**src/rtl/veri_onbellek_temizleyici_if.sv**
```systemverilog
// Write channel toward iomem used by the cache maintenance sequencer.
// master drives the request side; slave answers with ready.
interface veri_onbellek_temizleyici_if;
    logic        iomem_valid_o;
    logic        iomem_ready_i;
    logic [3:0]  iomem_wstrb_o;
    logic [31:0] iomem_addr_o;
    logic [31:0] iomem_wdata_o;

    modport master (
        output iomem_valid_o,
        output iomem_wstrb_o,
        output iomem_addr_o,
        output iomem_wdata_o,
        input  iomem_ready_i
    );

    modport slave (
        input  iomem_valid_o,
        input  iomem_wstrb_o,
        input  iomem_addr_o,
        input  iomem_wdata_o,
        output iomem_ready_i
    );
endinterface

```
**src/rtl/veri_onbellek_temizleyici.sv**
```systemverilog
// Cache maintenance sequencer: invalidates every set after reset and, on request,
// writes back valid+dirty words before invalidating. Owns the cache RAM ports while busy.
module veri_onbellek_temizleyici #(
    parameter int unsigned SET_SAYISI = 256,
    parameter logic [12:0] TABAN_ADR  = 13'h0800
) (
    input  logic        clk,
    input  logic        rst,
    input  logic        temizle_istek_i,
    output logic        mesgul_o,
    output logic        temizle_bitti_o,
    output logic [7:0]  yol_A0_o,
    output logic        yol0_EN0_o,
    output logic        yol1_EN0_o,
    output logic [3:0]  yol_WE0_o,
    output logic [40:0] yol_Di0_o,
    input  logic [40:0] yol0_Do0_i,
    input  logic [40:0] yol1_Do0_i,
    input  logic        yol0_valid_i,
    input  logic        yol0_dirty_i,
    input  logic        yol1_valid_i,
    input  logic        yol1_dirty_i,
    output logic        yol0_valid_o,
    output logic        yol0_dirty_o,
    output logic        yol1_valid_o,
    output logic        yol1_dirty_o,
    output logic        lru_o,
    veri_onbellek_temizleyici_if.master iomem
);

    localparam logic [7:0] SON_IDX = 8'(SET_SAYISI - 1);

    typedef enum logic [2:0] {
        BOSTA, KONTROL, YAZ0, YAZ1, TEMIZLE, BITTI
    } durum_t;

    durum_t      durum;
    logic [7:0]  idx;
    logic        geri_yaz;
    logic        kirli1;
    logic        yaz_en;
    logic [8:0]  tag1;
    logic [31:0] veri1;
    logic        kirli0_c;
    logic        kirli1_c;

    assign kirli0_c = geri_yaz & yol0_valid_i & yol0_dirty_i;
    assign kirli1_c = geri_yaz & yol1_valid_i & yol1_dirty_i;

    // Invalidation writes all-zero tag and state bits; data bytes are never touched.
    assign yol_A0_o     = idx;
    assign yol0_EN0_o   = yaz_en;
    assign yol1_EN0_o   = yaz_en;
    assign yol_WE0_o    = 4'h0;
    assign yol_Di0_o    = 41'd0;
    assign yol0_valid_o = 1'b0;
    assign yol0_dirty_o = 1'b0;
    assign yol1_valid_o = 1'b0;
    assign yol1_dirty_o = 1'b0;
    assign lru_o        = 1'b0;

    always_ff @(posedge clk) begin
        if (rst) begin
            durum               <= KONTROL;
            idx                 <= 8'd0;
            geri_yaz            <= 1'b0;
            kirli1              <= 1'b0;
            yaz_en              <= 1'b0;
            mesgul_o            <= 1'b1;
            temizle_bitti_o     <= 1'b0;
            iomem.iomem_valid_o <= 1'b0;
            iomem.iomem_wstrb_o <= 4'h0;
        end else begin
            temizle_bitti_o <= 1'b0;
            case (durum)
                BOSTA: begin
                    if (temizle_istek_i) begin
                        idx      <= 8'd0;
                        geri_yaz <= 1'b1;
                        mesgul_o <= 1'b1;
                        durum    <= KONTROL;
                    end
                end
                KONTROL: begin
                    kirli1 <= kirli1_c;
                    if (kirli0_c || kirli1_c) begin
                        iomem.iomem_valid_o <= 1'b1;
                        iomem.iomem_wstrb_o <= 4'hF;
                        durum               <= kirli0_c ? YAZ0 : YAZ1;
                    end else begin
                        yaz_en <= 1'b1;
                        durum  <= TEMIZLE;
                    end
                end
                YAZ0: begin
                    if (iomem.iomem_ready_i) begin
                        if (kirli1) begin
                            durum <= YAZ1;
                        end else begin
                            iomem.iomem_valid_o <= 1'b0;
                            iomem.iomem_wstrb_o <= 4'h0;
                            yaz_en              <= 1'b1;
                            durum               <= TEMIZLE;
                        end
                    end
                end
                YAZ1: begin
                    if (iomem.iomem_ready_i) begin
                        iomem.iomem_valid_o <= 1'b0;
                        iomem.iomem_wstrb_o <= 4'h0;
                        yaz_en              <= 1'b1;
                        durum               <= TEMIZLE;
                    end
                end
                TEMIZLE: begin
                    yaz_en <= 1'b0;
                    if (idx == SON_IDX) begin
                        temizle_bitti_o <= 1'b1;
                        durum           <= BITTI;
                    end else begin
                        idx   <= idx + 8'd1;
                        durum <= KONTROL;
                    end
                end
                BITTI: begin
                    mesgul_o <= 1'b0;
                    durum    <= BOSTA;
                end
                default: begin
                    mesgul_o <= 1'b0;
                    yaz_en   <= 1'b0;
                    durum    <= BOSTA;
                end
            endcase
        end
    end

    // Write-back address/data: way0 is loaded from the RAM read in KONTROL, way1
    // from its latched copy once way0 has been accepted.
    always_ff @(posedge clk) begin
        if (durum == KONTROL) begin
            tag1  <= yol1_Do0_i[40:32];
            veri1 <= yol1_Do0_i[31:0];
            if (kirli0_c) begin
                iomem.iomem_addr_o  <= {TABAN_ADR, yol0_Do0_i[40:32], idx, 2'b00};
                iomem.iomem_wdata_o <= yol0_Do0_i[31:0];
            end else begin
                iomem.iomem_addr_o  <= {TABAN_ADR, yol1_Do0_i[40:32], idx, 2'b00};
                iomem.iomem_wdata_o <= yol1_Do0_i[31:0];
            end
        end else if (durum == YAZ0 && iomem.iomem_ready_i) begin
            iomem.iomem_addr_o  <= {TABAN_ADR, tag1, idx, 2'b00};
            iomem.iomem_wdata_o <= veri1;
        end
    end

endmodule

```
**src/flat_wrapper.sv**
```systemverilog
// flat-port wrapper written by rule: the top's interface ports become plain ports
module veri_onbellek_temizleyici_flat 
#(
    parameter int unsigned SET_SAYISI = 256,
    parameter logic [12:0] TABAN_ADR  = 13'h0800
)
  (clk, rst, temizle_istek_i, mesgul_o, temizle_bitti_o, yol_A0_o, yol0_EN0_o, yol1_EN0_o, yol_WE0_o, yol_Di0_o, yol0_Do0_i, yol1_Do0_i, yol0_valid_i, yol0_dirty_i, yol1_valid_i, yol1_dirty_i, yol0_valid_o, yol0_dirty_o, yol1_valid_o, yol1_dirty_o, lru_o, iomem_iomem_valid_o, iomem_iomem_wstrb_o, iomem_iomem_addr_o, iomem_iomem_wdata_o, iomem_iomem_ready_i);
  veri_onbellek_temizleyici_if iomem_i ();
  input  logic clk;
  input  logic rst;
  input  logic temizle_istek_i;
  output logic mesgul_o;
  output logic temizle_bitti_o;
  output logic [7:0] yol_A0_o;
  output logic yol0_EN0_o;
  output logic yol1_EN0_o;
  output logic [3:0] yol_WE0_o;
  output logic [40:0] yol_Di0_o;
  input  logic [40:0] yol0_Do0_i;
  input  logic [40:0] yol1_Do0_i;
  input  logic yol0_valid_i;
  input  logic yol0_dirty_i;
  input  logic yol1_valid_i;
  input  logic yol1_dirty_i;
  output logic yol0_valid_o;
  output logic yol0_dirty_o;
  output logic yol1_valid_o;
  output logic yol1_dirty_o;
  output logic lru_o;
  output wire logic [$bits(iomem_i.iomem_valid_o)-1:0] iomem_iomem_valid_o;
  output wire logic [$bits(iomem_i.iomem_wstrb_o)-1:0] iomem_iomem_wstrb_o;
  output wire logic [$bits(iomem_i.iomem_addr_o)-1:0] iomem_iomem_addr_o;
  output wire logic [$bits(iomem_i.iomem_wdata_o)-1:0] iomem_iomem_wdata_o;
  input wire logic [$bits(iomem_i.iomem_ready_i)-1:0] iomem_iomem_ready_i;
  assign iomem_iomem_valid_o = iomem_i.iomem_valid_o;
  assign iomem_iomem_wstrb_o = iomem_i.iomem_wstrb_o;
  assign iomem_iomem_addr_o = iomem_i.iomem_addr_o;
  assign iomem_iomem_wdata_o = iomem_i.iomem_wdata_o;
  assign iomem_i.iomem_ready_i = iomem_iomem_ready_i;
  veri_onbellek_temizleyici #(.SET_SAYISI(SET_SAYISI), .TABAN_ADR(TABAN_ADR)) u_core (.clk(clk), .rst(rst), .temizle_istek_i(temizle_istek_i), .mesgul_o(mesgul_o), .temizle_bitti_o(temizle_bitti_o), .yol_A0_o(yol_A0_o), .yol0_EN0_o(yol0_EN0_o), .yol1_EN0_o(yol1_EN0_o), .yol_WE0_o(yol_WE0_o), .yol_Di0_o(yol_Di0_o), .yol0_Do0_i(yol0_Do0_i), .yol1_Do0_i(yol1_Do0_i), .yol0_valid_i(yol0_valid_i), .yol0_dirty_i(yol0_dirty_i), .yol1_valid_i(yol1_valid_i), .yol1_dirty_i(yol1_dirty_i), .yol0_valid_o(yol0_valid_o), .yol0_dirty_o(yol0_dirty_o), .yol1_valid_o(yol1_valid_o), .yol1_dirty_o(yol1_dirty_o), .lru_o(lru_o), .iomem(iomem_i));
endmodule
```
**config.mk**
```make
export PLATFORM = sky130hd
export DESIGN_NAME = veri_onbellek_temizleyici_flat
export DESIGN_NICKNAME = d
export VERILOG_FILES = /design/src/rtl/veri_onbellek_temizleyici_if.sv /design/src/rtl/veri_onbellek_temizleyici.sv /design/src/flat_wrapper.sv
export SDC_FILE = /design/constraint.sdc
export NUM_CORES = 1
export LEC_CHECK = 0
export ABC_CLOCK_PERIOD_IN_PS = 6400
export CAP_MARGIN = 20
export CELL_PAD_IN_SITES_DETAIL_PLACEMENT = 1
export CELL_PAD_IN_SITES_GLOBAL_PLACEMENT = 2
export CORE_MARGIN = 3
export CORE_UTILIZATION = 29
export CTS_BUF_LIST = sky130_fd_sc_hd__clkbuf_4
export DETAILED_ROUTE_END_ITERATION = 16
export PLACE_DENSITY_LB_ADDON = 0.1
export SLEW_MARGIN = 20
export SYNTH_ARGS = -nofsm -noshare
export SYNTH_HDL_FRONTEND = slang
export SYNTH_SLANG_ARGS = --single-unit
```
**constraint.sdc**
```tcl
create_clock -name clk -period 6.4 [get_ports clk]
set_input_delay 1.6 -clock clk [delete_from_list [all_inputs] [get_ports clk]]
set_output_delay 1.6 -clock clk [all_outputs]
set_load 0.01 [all_outputs]
```
==> results of run 1 <==
## registers in the layout, summed over array words and instances, names as in the netlist
register / cells
u_core.iomem.iomem_addr_o: 17
u_core.durum: 3
u_core.yol_A0_o: 8
u_core.veri1: 32
u_core.kirli1: 1
u_core.temizle_bitti_o: 1
u_core.geri_yaz: 1
u_core.yol0_EN0_o: 1
u_core.mesgul_o: 1
u_core.iomem.iomem_wdata_o: 32
u_core.iomem.iomem_wstrb_o: 1
u_core.tag1: 9
## area by class of cell
type / count / area share [%]
Clock buffer: 12 / 1.36
Clock inverter: 4 / 0.397
Inverter: 2 / 0.113
Multi-Input combinational cell: 280 / 24.2
Sequential cell: 107 / 45.9
Tap cell: 220 / 4.15
Timing Repair Buffer: 159 / 23.9
## path summary, 6_finish.rpt
path / startpoint / to / cells past startpoint / slack [ns]
worst max-delay path: iomem_iomem_ready_i / u_core.iomem.iomem_wdata_o[3] / 5 / 2.99
worst min register to register: u_core.kirli1 / u_core.kirli1 / 2 / 0.51
worst max register to register: u_core.durum[0] / u_core.iomem.iomem_wdata_o[3] / 4 / 3.99
worst min-delay path: u_core.kirli1 / u_core.kirli1 / 2 / 0.51
## per-stage QoR
step	util, %	hold WS [ns]	std cells	setup WS, ns	cell area [sq um]
6_report	39.5	0.507	784	2.99	6630
5_1_grt	39.5	0.552	784	2.90	6630
4_1_cts	39.5	0.512	784	2.97	6630
3_5_place_dp	38.8	0.491	768	2.43	6510
3_3_place_gp	38.8	0.485	768	2.45	6510
2_1_floorplan	-	0.457	480	2.05	5270
## cell usage in the layout (no fill, tap or decap), drive strengths merged, types with 2 or more instances in the layout
master         Yosys  routed
clkdlybuf4s50      0     155
edfxtp            90      90
conb               2      65
nor2              56      56
a21oi             50      50
mux2i             42      42
dfxtp             17      17
clkbuf             5      12
o21ai              9       9
nand2              7       7
nand3              7       7
a31oi              6       6
nor2b              4       4
nor3               4       4
buf               86       4
a211oi             3       3
a311oi             3       3
inv                1       3
nand2b             2       2
and2               2       2
nand4              2       2
and4               2       2
clkinv             1       2
## report_power, final
part / total (uW) / leakage (uW) / internal [uW] / switching [uW]
clock network: 324 / 0.0000682 / 93.8 / 230
registers: 956 / 0.00102 / 914 / 41.8
logic: 478 / 0.00154 / 226 / 252
total: 1760 / 0.00263 / 1230 / 524
## tightest hold or removal path, stage by stage (launching register included)
cell,delay [ns]
dfxtp_1,0.35
o21ai_0,0.07
a21oi_1,0.06
## logic make-up after synthesis
family | after synthesis | synth area share, %
flops | 107 | 60.5
simple gates | 92 | 8.36
buf+inv | 93 | 12.8
mux | 43 | 8.58
fa+ha+maj | 1 | 0.249
compound gates | 79 | 9.43
other cells | 2 | 0.149
## per-layer routing
layer	GRT usage [%]	share of wire, %	up-vias
met4	2.96	0.71	0
met3	4.16	6.3	5
met1	16.7	44	1626
met5	0	0	-
li1	-	-	1658
met2	21.4	49	115
==> flow_summary.json, run 1 <==
{
  "outcome": "finished clean",
  "grt_max_degree": 64,
  "maxCapViolations": 0,
  "drt_pass1_iterations": 4,
  "syn_area_sq_um": 5030,
  "fillers": 1831,
  "fin_setup_tns_ns": 0,
  "seq_area_sq_um": 3040,
  "post_cts_resized": 0,
  "synth_most_common_cell": "edfxtp_1",
  "cts_sinks": 107,
  "ios": 221,
  "peakVddDrop_v": 0.0000942,
  "fin_crit_ns": 3.41,
  "p_per_area_nw_per_um2": 265,
  "slew_viol_final": 0,
  "dominantRegCellSynth": "edfxtp_1",
  "die_h_um": 138,
  "finalHoldViolCount": 0,
  "initial_utilization_pct": 30.0,
  "rsz0062_at_grt": "no",
  "viasPerCell": 4.34,
  "ys_seq_area_share_pct": 60.5,
  "cp.required_ns": 6.53,
  "cp_data_arrival_time_ns": 3.54,
  "syn_area_per_cell_sq_um": 12.1,
  "tightestPinTransition_ns": 0.768,
  "nets": 650,
  "synth_top_cells_by_count": "edfxtp_1, buf_4, nor2_1",
  "die-area_sq_um": 19000,
  "cts_buffers": 9,
  "grt_first_pass_wirelength_um": 18800,
  "drive_above_1_share_pct": 4.96,
  "vias": 3404,
  "overflow": 0,
  "leakagePower_uw": 0.00263,
  "root_buffer": "clkbuf_4",
  "cpLargestDelayFamily": "buffers and inverters",
  "end_kind": "flop",
  "core_area_sq_um": 16800,
  "antenna_left": 0,
  "synth_seq_cells": 107,
  "async_reset_ff_share_pct": 0,
  "die_w_um": 138,
  "drcViolationCount": 0,
  "synth_edf_count": 90,
  "n_antenna_cell": 0,
  "critPathSlowestCell": "nor2_4",
  "skew_ns": 0.0194,
  "synth-warning-count": 0,
  "max_freq_mhz": 293,
  "clk_pin_slew_ns": 0.16,
  "maxSlewHeadroom_pct": 48.6,
  "h-tree-depth": 3,
  "ys_types": 45,
  "gp_congestion": 0.714,
  "grt_pass1_vias": 3416,
  "cts_tree": "yes",
  "finalCritPeriodShare_pct": 53.3,
  "insertion_delay_ns": 0.47,
  "synth_top_cell_area_share_pct": 53.7,
  "yosys.area.top_type": "edfxtp_1",
  "portBuffers": 155,
  "post-cts-setup-buffers": 0,
  "total_power_uw": 1760,
  "setup_viol": 0,
  "synth_cells": 417,
  "core.rowCount": 47,
  "antenna_found_initial": 0,
  "crit_buf_inv": 2,
  "synth.area.top_cells": "edfxtp_1, buf_4, mux2i_1, dfxtp_1, a21oi_1",
  "dp_hpwl_um": 9190,
  "syn_to_final_growth_pct": 31.7,
  "start_kind": "input pin",
  "wl_per_cell_um": 16.6,
  "critical_path_class": "input pin to flop",
  "hp-class": "flop to flop",
  "drt_iter0_drc": 100,
  "crit_path_max_incr_delay_ns": 0.59,
  "grtUsageTotal_pct": 13.0,
  "crit_fanout": 27,
  "cts.path.max_buffers": 2,
  "multi_input_area_sq_um": 1600,
  "wirelength_um": 13000,
  "crit_chain": "clkdlybuf4s50_1 > nand2_1 > o21a_1 > nor2_4 > buf_4",
  "holdBufCountCts": 0
}
(Power assumes the default switching activity.)
==> inputs of run 2 (changes only) <==
- ABC_CLOCK_PERIOD_IN_PS: 6400 -> 3500
- CORE_UTILIZATION: 29 -> 26
- clock period: 6.4 -> 3.5 ns (I/O delays scaled with it)
==> run 2 against run 1 <==
Against the previous run: sequential power increased by 83%; core utilization decreased by 3.9 points; non-clock buffer count did not move; design area up 1.4%; flip-flop and latch count stayed put; count of clock-buffer cells in the layout is 2 lower; global-route usage fell by 0.73 points.
==> flow_summary.json, run 2 (synthesis gave the netlist of run 1 again) <==
{
  "fin_setup_tns_ns": 0,
  "grt_first_pass_wirelength_um": 20700,
  "grtUsageMet3_pct": 2.84,
  "grt_max_degree": 61,
  "ios": 221,
  "outcome": "finished clean",
  "finalHoldViolCount": 0,
  "tightestPinTransition_ns": 0.889,
  "seqPwrFrac_pct": 53.2,
  "hp-class": "flop to flop",
  "syn_to_final_growth_pct": 33.5,
  "crit_fanout": 8,
  "final_common_cell": "clkdlybuf4s50_1",
  "h-tree-depth": 3,
  "peakVddDrop_v": 0.000143,
  "fin_ws_ns": 0.998,
  "grt-busiest-layer": "met2",
  "maxCapViolations": 0,
  "antenna_found_initial": 0,
  "dp_cells": 808,
  "die_w_um": 145,
  "skew_ns": 0.0153,
  "drt_pass1_iterations": 4,
  "reg_top3": "u_core.iomem.iomem_wdata_o: 32 flops, u_core.veri1: 32 flops, u_core.iomem.iomem_addr_o: 17 flops",
  "end_kind": "output port",
  "max_freq_mhz": 400,
  "p_switching_uw": 960,
  "initial_utilization_pct": 26.7,
  "antenna_left": 0,
  "core_area_sq_um": 18800,
  "cts_sinks": 107,
  "holdBufCountCts": 0,
  "post-cts-setup-buffers": 0,
  "maxSlewHeadroom_pct": 40.7,
  "critPathSlowestCell": "clkdlybuf4s50_1",
  "crit_path_max_incr_delay_ns": 0.62,
  "dp_hpwl_um": 9220,
  "cts_tree": "yes",
  "cp_data_arrival_time_ns": 1.63,
  "switching_share_pct": 29.2,
  "total_power_uw": 3280,
  "root_buffer": "clkbuf_4",
  "clkPwrFrac_pct": 19.8,
  "gp_congestion": 0.720,
  "use_met2_pct": 20.5,
  "power.internal_uw": 2320,
  "viasPerCell": 4.17,
  "core.rowCount": 50,
  "crit_chain": "clkdlybuf4s50_1",
  "critical_path_class": "flop to output port",
  "setup_viol": 0,
  "insertion_delay_ns": 0.46,
  "die-area_sq_um": 21100,
  "die_h_um": 145,
  "fillers": 2095,
  "fin_crit_ns": 2.50,
  "cpLargestDelayFamily": "buffers and inverters",
  "grt_util_met1_pct": 15.6,
  "overflow": 0,
  "post_cts_resized": 0,
  "comb_power_share_pct": 27.0,
  "instances_no_fill": 824,
  "finalCritPeriodShare_pct": 71.5,
  "cts_buffers": 9,
  "slew_viol_final": 0,
  "grtUsageTotal_pct": 12.2,
  "drt_iter0_drc": 152,
  "rsz0062_at_grt": "no",
  "wl_per_cell_um": 15.8,
  "cp.required_ns": 2.62,
  "nets": 650,
  "drcViolationCount": 0,
  "multi_input_area_sq_um": 1610,
  "seq_area_sq_um": 3040,
  "grt_pass1_vias": 3694,
  "n_antenna_cell": 0,
  "crit_buf_inv": 1,
  "portBuffers": 155,
  "cts.path.max_buffers": 2,
  "p_per_area_nw_per_um2": 488,
  "final_cell_mix": "clkdlybuf4s50_1, edfxtp_1, conb_1, nor2_1, a21oi_1",
  "start_kind": "flop",
  "wirelength_um": 13000,
  "vias": 3434,
  "drive_above_1_share_pct": 4.79,
  "leakagePower_uw": 0.00264,
  "clk_pin_slew_ns": 0.16,
  "dp_slack_ns": 0.508
}
run 2: cell types whose count changed in the layout (fill, tap and decap cells not counted), sizes merged:
| cell | change |
|---|---|
| clkbuf | -2 |
| clkinv | +2 |
| bufinv | +1 |
| inv | -1 |
run 2: routing by layer:
metal / up-vias / wire [um]
met1: 1656 / 5870
li1: 1652 / -
met5: - / 0
met2: 110 / 6310
met3: 16 / 599
met4: 0 / 210
run 2: path summary, 6_finish.rpt:
path | startpoint | end | slack (ns) | cells after the start
hold / removal | u_core.yol_A0_o[6] | u_core.iomem.iomem_addr_o[8] | 0.53 | 0
setup / recovery | u_core.yol_A0_o[7] | yol_A0_o[7] | 1.0 | 1
hold reg to reg | u_core.yol_A0_o[6] | u_core.iomem.iomem_addr_o[8] | 0.53 | 0
setup reg to reg | u_core.durum[0] | u_core.iomem.iomem_wdata_o[21] | 1.33 | 4
run 2: layout make-up:
| cell class | count | area share, % |
|---|---|---|
| Clock buffer | 10 | 1.12 |
| Inverter | 2 | 0.112 |
| Clock inverter | 6 | 0.950 |
| Tap cell | 260 | 4.84 |
| Sequential cell | 107 | 45.3 |
| Multi-Input combinational cell | 280 | 24.0 |
| Timing Repair Buffer | 159 | 23.7 |
run 2: metrics by stage:
step | instance area, sq um | utilization (%) | hold WS, ns
floorplan | 5270 | - | 0.457
global placement | 6580 | 34.9 | 0.479
detailed placement | 6580 | 34.9 | 0.489
CTS | 6720 | 35.7 | 0.531
global route | 6720 | 35.7 | 0.555
finish | 6720 | 35.7 | 0.533
run 2: power groups by stage:
| stage | Clock, uW | Combinational, uW | Sequential, uW |
|---|---|---|---|
| floorplan | 0 | 398 | 1830 |
| global placement | 0 | 890 | 1770 |
| detailed placement | 0 | 898 | 1780 |
| CTS | 696 | 902 | 1750 |
| global route | 735 | 971 | 1770 |
| finish | 649 | 885 | 1750 |
==> inputs of run 3 (changes only) <==
- ABC_CLOCK_PERIOD_IN_PS: 3500 -> 2300
- CORE_UTILIZATION: 26 -> 24
- clock period: 3.5 -> 2.3 ns (I/O delays scaled with it)
==> run 3 against run 2 <==
Against the previous run: worst hold slack lost 0.0015 ns; flip-flop and latch count unchanged; global-route usage fell by 0.72 points; total power rose by 58%; via count increased by 2.1%; clock power up 69%; critical path depth is the same; count of clock-buffer cells in the layout unchanged; sequential share of layout area is 1.0 points lower; first-iteration DRC count is 9.9% lower; largest power group unchanged; highest routed layer unchanged.
==> flow_summary.json, run 3 (synthesis gave the netlist of run 1 again) <==
{
  "start_kind": "flop",
  "fin_setup_tns_ns": 0,
  "drt_iter0_drc": 137,
  "seq_area_sq_um": 3050,
  "p_switching_uw": 1480,
  "antenna_found_initial": 1,
  "syn_to_final_growth_pct": 36.8,
  "initial_utilization_pct": 24.6,
  "hp-class": "flop to flop",
  "root_buffer": "clkbuf_4",
  "cts_buffers": 9,
  "comb_power_share_pct": 27.5,
  "drt_pass1_iterations": 4,
  "dp_hpwl_um": 9970,
  "critPathSlowestCell": "clkdlybuf4s50_1",
  "place_area_sq_um": 6720,
  "final_common_cell": "clkdlybuf4s50_1",
  "fillers": 2270,
  "multi_input_area_sq_um": 1610,
  "fin_crit_ns": 2.15,
  "finalHoldViolCount": 0,
  "seqPwrFrac_pct": 51.2,
  "insertion_delay_ns": 0.47,
  "grt_first_pass_wirelength_um": 20100,
  "end_kind": "output port",
  "die-area_sq_um": 22700,
  "slew_viol_final": 0,
  "rsz0062_at_grt": "no",
  "cp_data_arrival_time_ns": 1.57,
  "grt_pass1_vias": 3625,
  "grt_max_degree": 45,
  "h-tree-depth": 3,
  "outcome": "finished clean",
  "cts.path.max_buffers": 2,
  "p_per_area_nw_per_um2": 752,
  "reg_top3": "u_core.iomem.iomem_wdata_o: 32 flops, u_core.veri1: 32 flops, u_core.iomem.iomem_addr_o: 17 flops",
  "peakVddDrop_v": 0.000289,
  "holdBufCountCts": 0,
  "drcViolationCount": 0,
  "clk_pin_slew_ns": 0.17,
  "core_area_sq_um": 20400,
  "cts_tree": "yes",
  "crit_buf_inv": 1,
  "crit_fanout": 8,
  "die_w_um": 151,
  "maxCapViolations": 0,
  "nets": 658,
  "finalCritPeriodShare_pct": 93.4,
  "hold_slack_ns": 0.532,
  "gp_congestion": 0.728,
  "cpLargestDelayFamily": "buffers and inverters",
  "leakagePower_uw": 0.00271,
  "core.rowCount": 52,
  "wl_per_cell_um": 16.1,
  "skew_ns": 0.0207,
  "setup_viol": 0,
  "final_cell_mix": "clkdlybuf4s50_1, edfxtp_1, conb_1, nor2_1, a21oi_1",
  "cts_sinks": 107,
  "portBuffers": 155,
  "max_freq_mhz": 465,
  "wirelength_um": 13600,
  "fin_area_sq_um": 6880,
  "antenna_left": 0,
  "ios": 221,
  "power.internal_uw": 3690,
  "cp.required_ns": 1.73,
  "grtUsageTotal_pct": 11.5,
  "overflow": 0,
  "drive_above_1_share_pct": 6.47,
  "die_h_um": 151,
  "clkPwrFrac_pct": 21.4,
  "crit_path_max_incr_delay_ns": 0.59,
  "critical_path_class": "flop to output port",
  "viasPerCell": 4.16,
  "crit_chain": "clkdlybuf4s50_1",
  "post-cts-setup-buffers": 0,
  "vias": 3506,
  "switching_share_pct": 28.7
}
[run 3: metrics by stage]
stage | worst slack (ns) | utilization, % | total power, uW | instances
floorplan | 0.342 | - | 3400 | 480
global placement | 0.165 | 32.9 | 4120 | 826
detailed placement | 0.142 | 32.9 | 4150 | 826
CTS | 0.0264 | 33.7 | 5290 | 842
global route | 0.0101 | 33.7 | 5500 | 843
finish | 0.151 | 33.7 | 5170 | 843
[run 3: what timing repair did]
item	in CTS	in global routing
gates resized for setup	0	2
endpoints found under the setup margin	0	2
endpoints found under the hold margin	0	0
[run 3: path summary, 6_finish.rpt]
check	slack (ns)	depth (start not counted)	from	to
setup / recovery	0.15	1	u_core.yol_A0_o[2]	yol_A0_o[2]
hold / removal	0.53	2	u_core.kirli1	u_core.kirli1
setup reg to reg	0.48	5	u_core.durum[0]	u_core.iomem.iomem_wdata_o[4]
hold reg to reg	0.53	2	u_core.kirli1	u_core.kirli1
[run 3: cell type report]
type	instances	share of cell area, %
Tap cell	270	4.91
Clock inverter	6	1.27
Multi-Input combinational cell	280	23.4
Clock buffer	10	1.09
Inverter	2	0.109
Timing Repair Buffer	167	24.9
Sequential cell	107	44.2
Antenna cell	1	0.0364
[run 3: per-layer routing]
metal  up-vias  GRT usage, %  share of wire, %
met4         0          3.17               1.1
met2       129          18.9                48
met1      1695          14.4                44
met5         -             0                 0
met3        12          4.19               7.2
li1       1670             -                 -
[run 3: power by group through the flow]
stage | Combinational, uW | Clock [uW] | Sequential (uW)
after floorplan | 609 | 0 | 2790
after global placement | 1430 | 0 | 2690
after detailed placement | 1440 | 0 | 2700
after CTS | 1450 | 1190 | 2660
after global routing | 1560 | 1260 | 2680
final | 1420 | 1100 | 2650
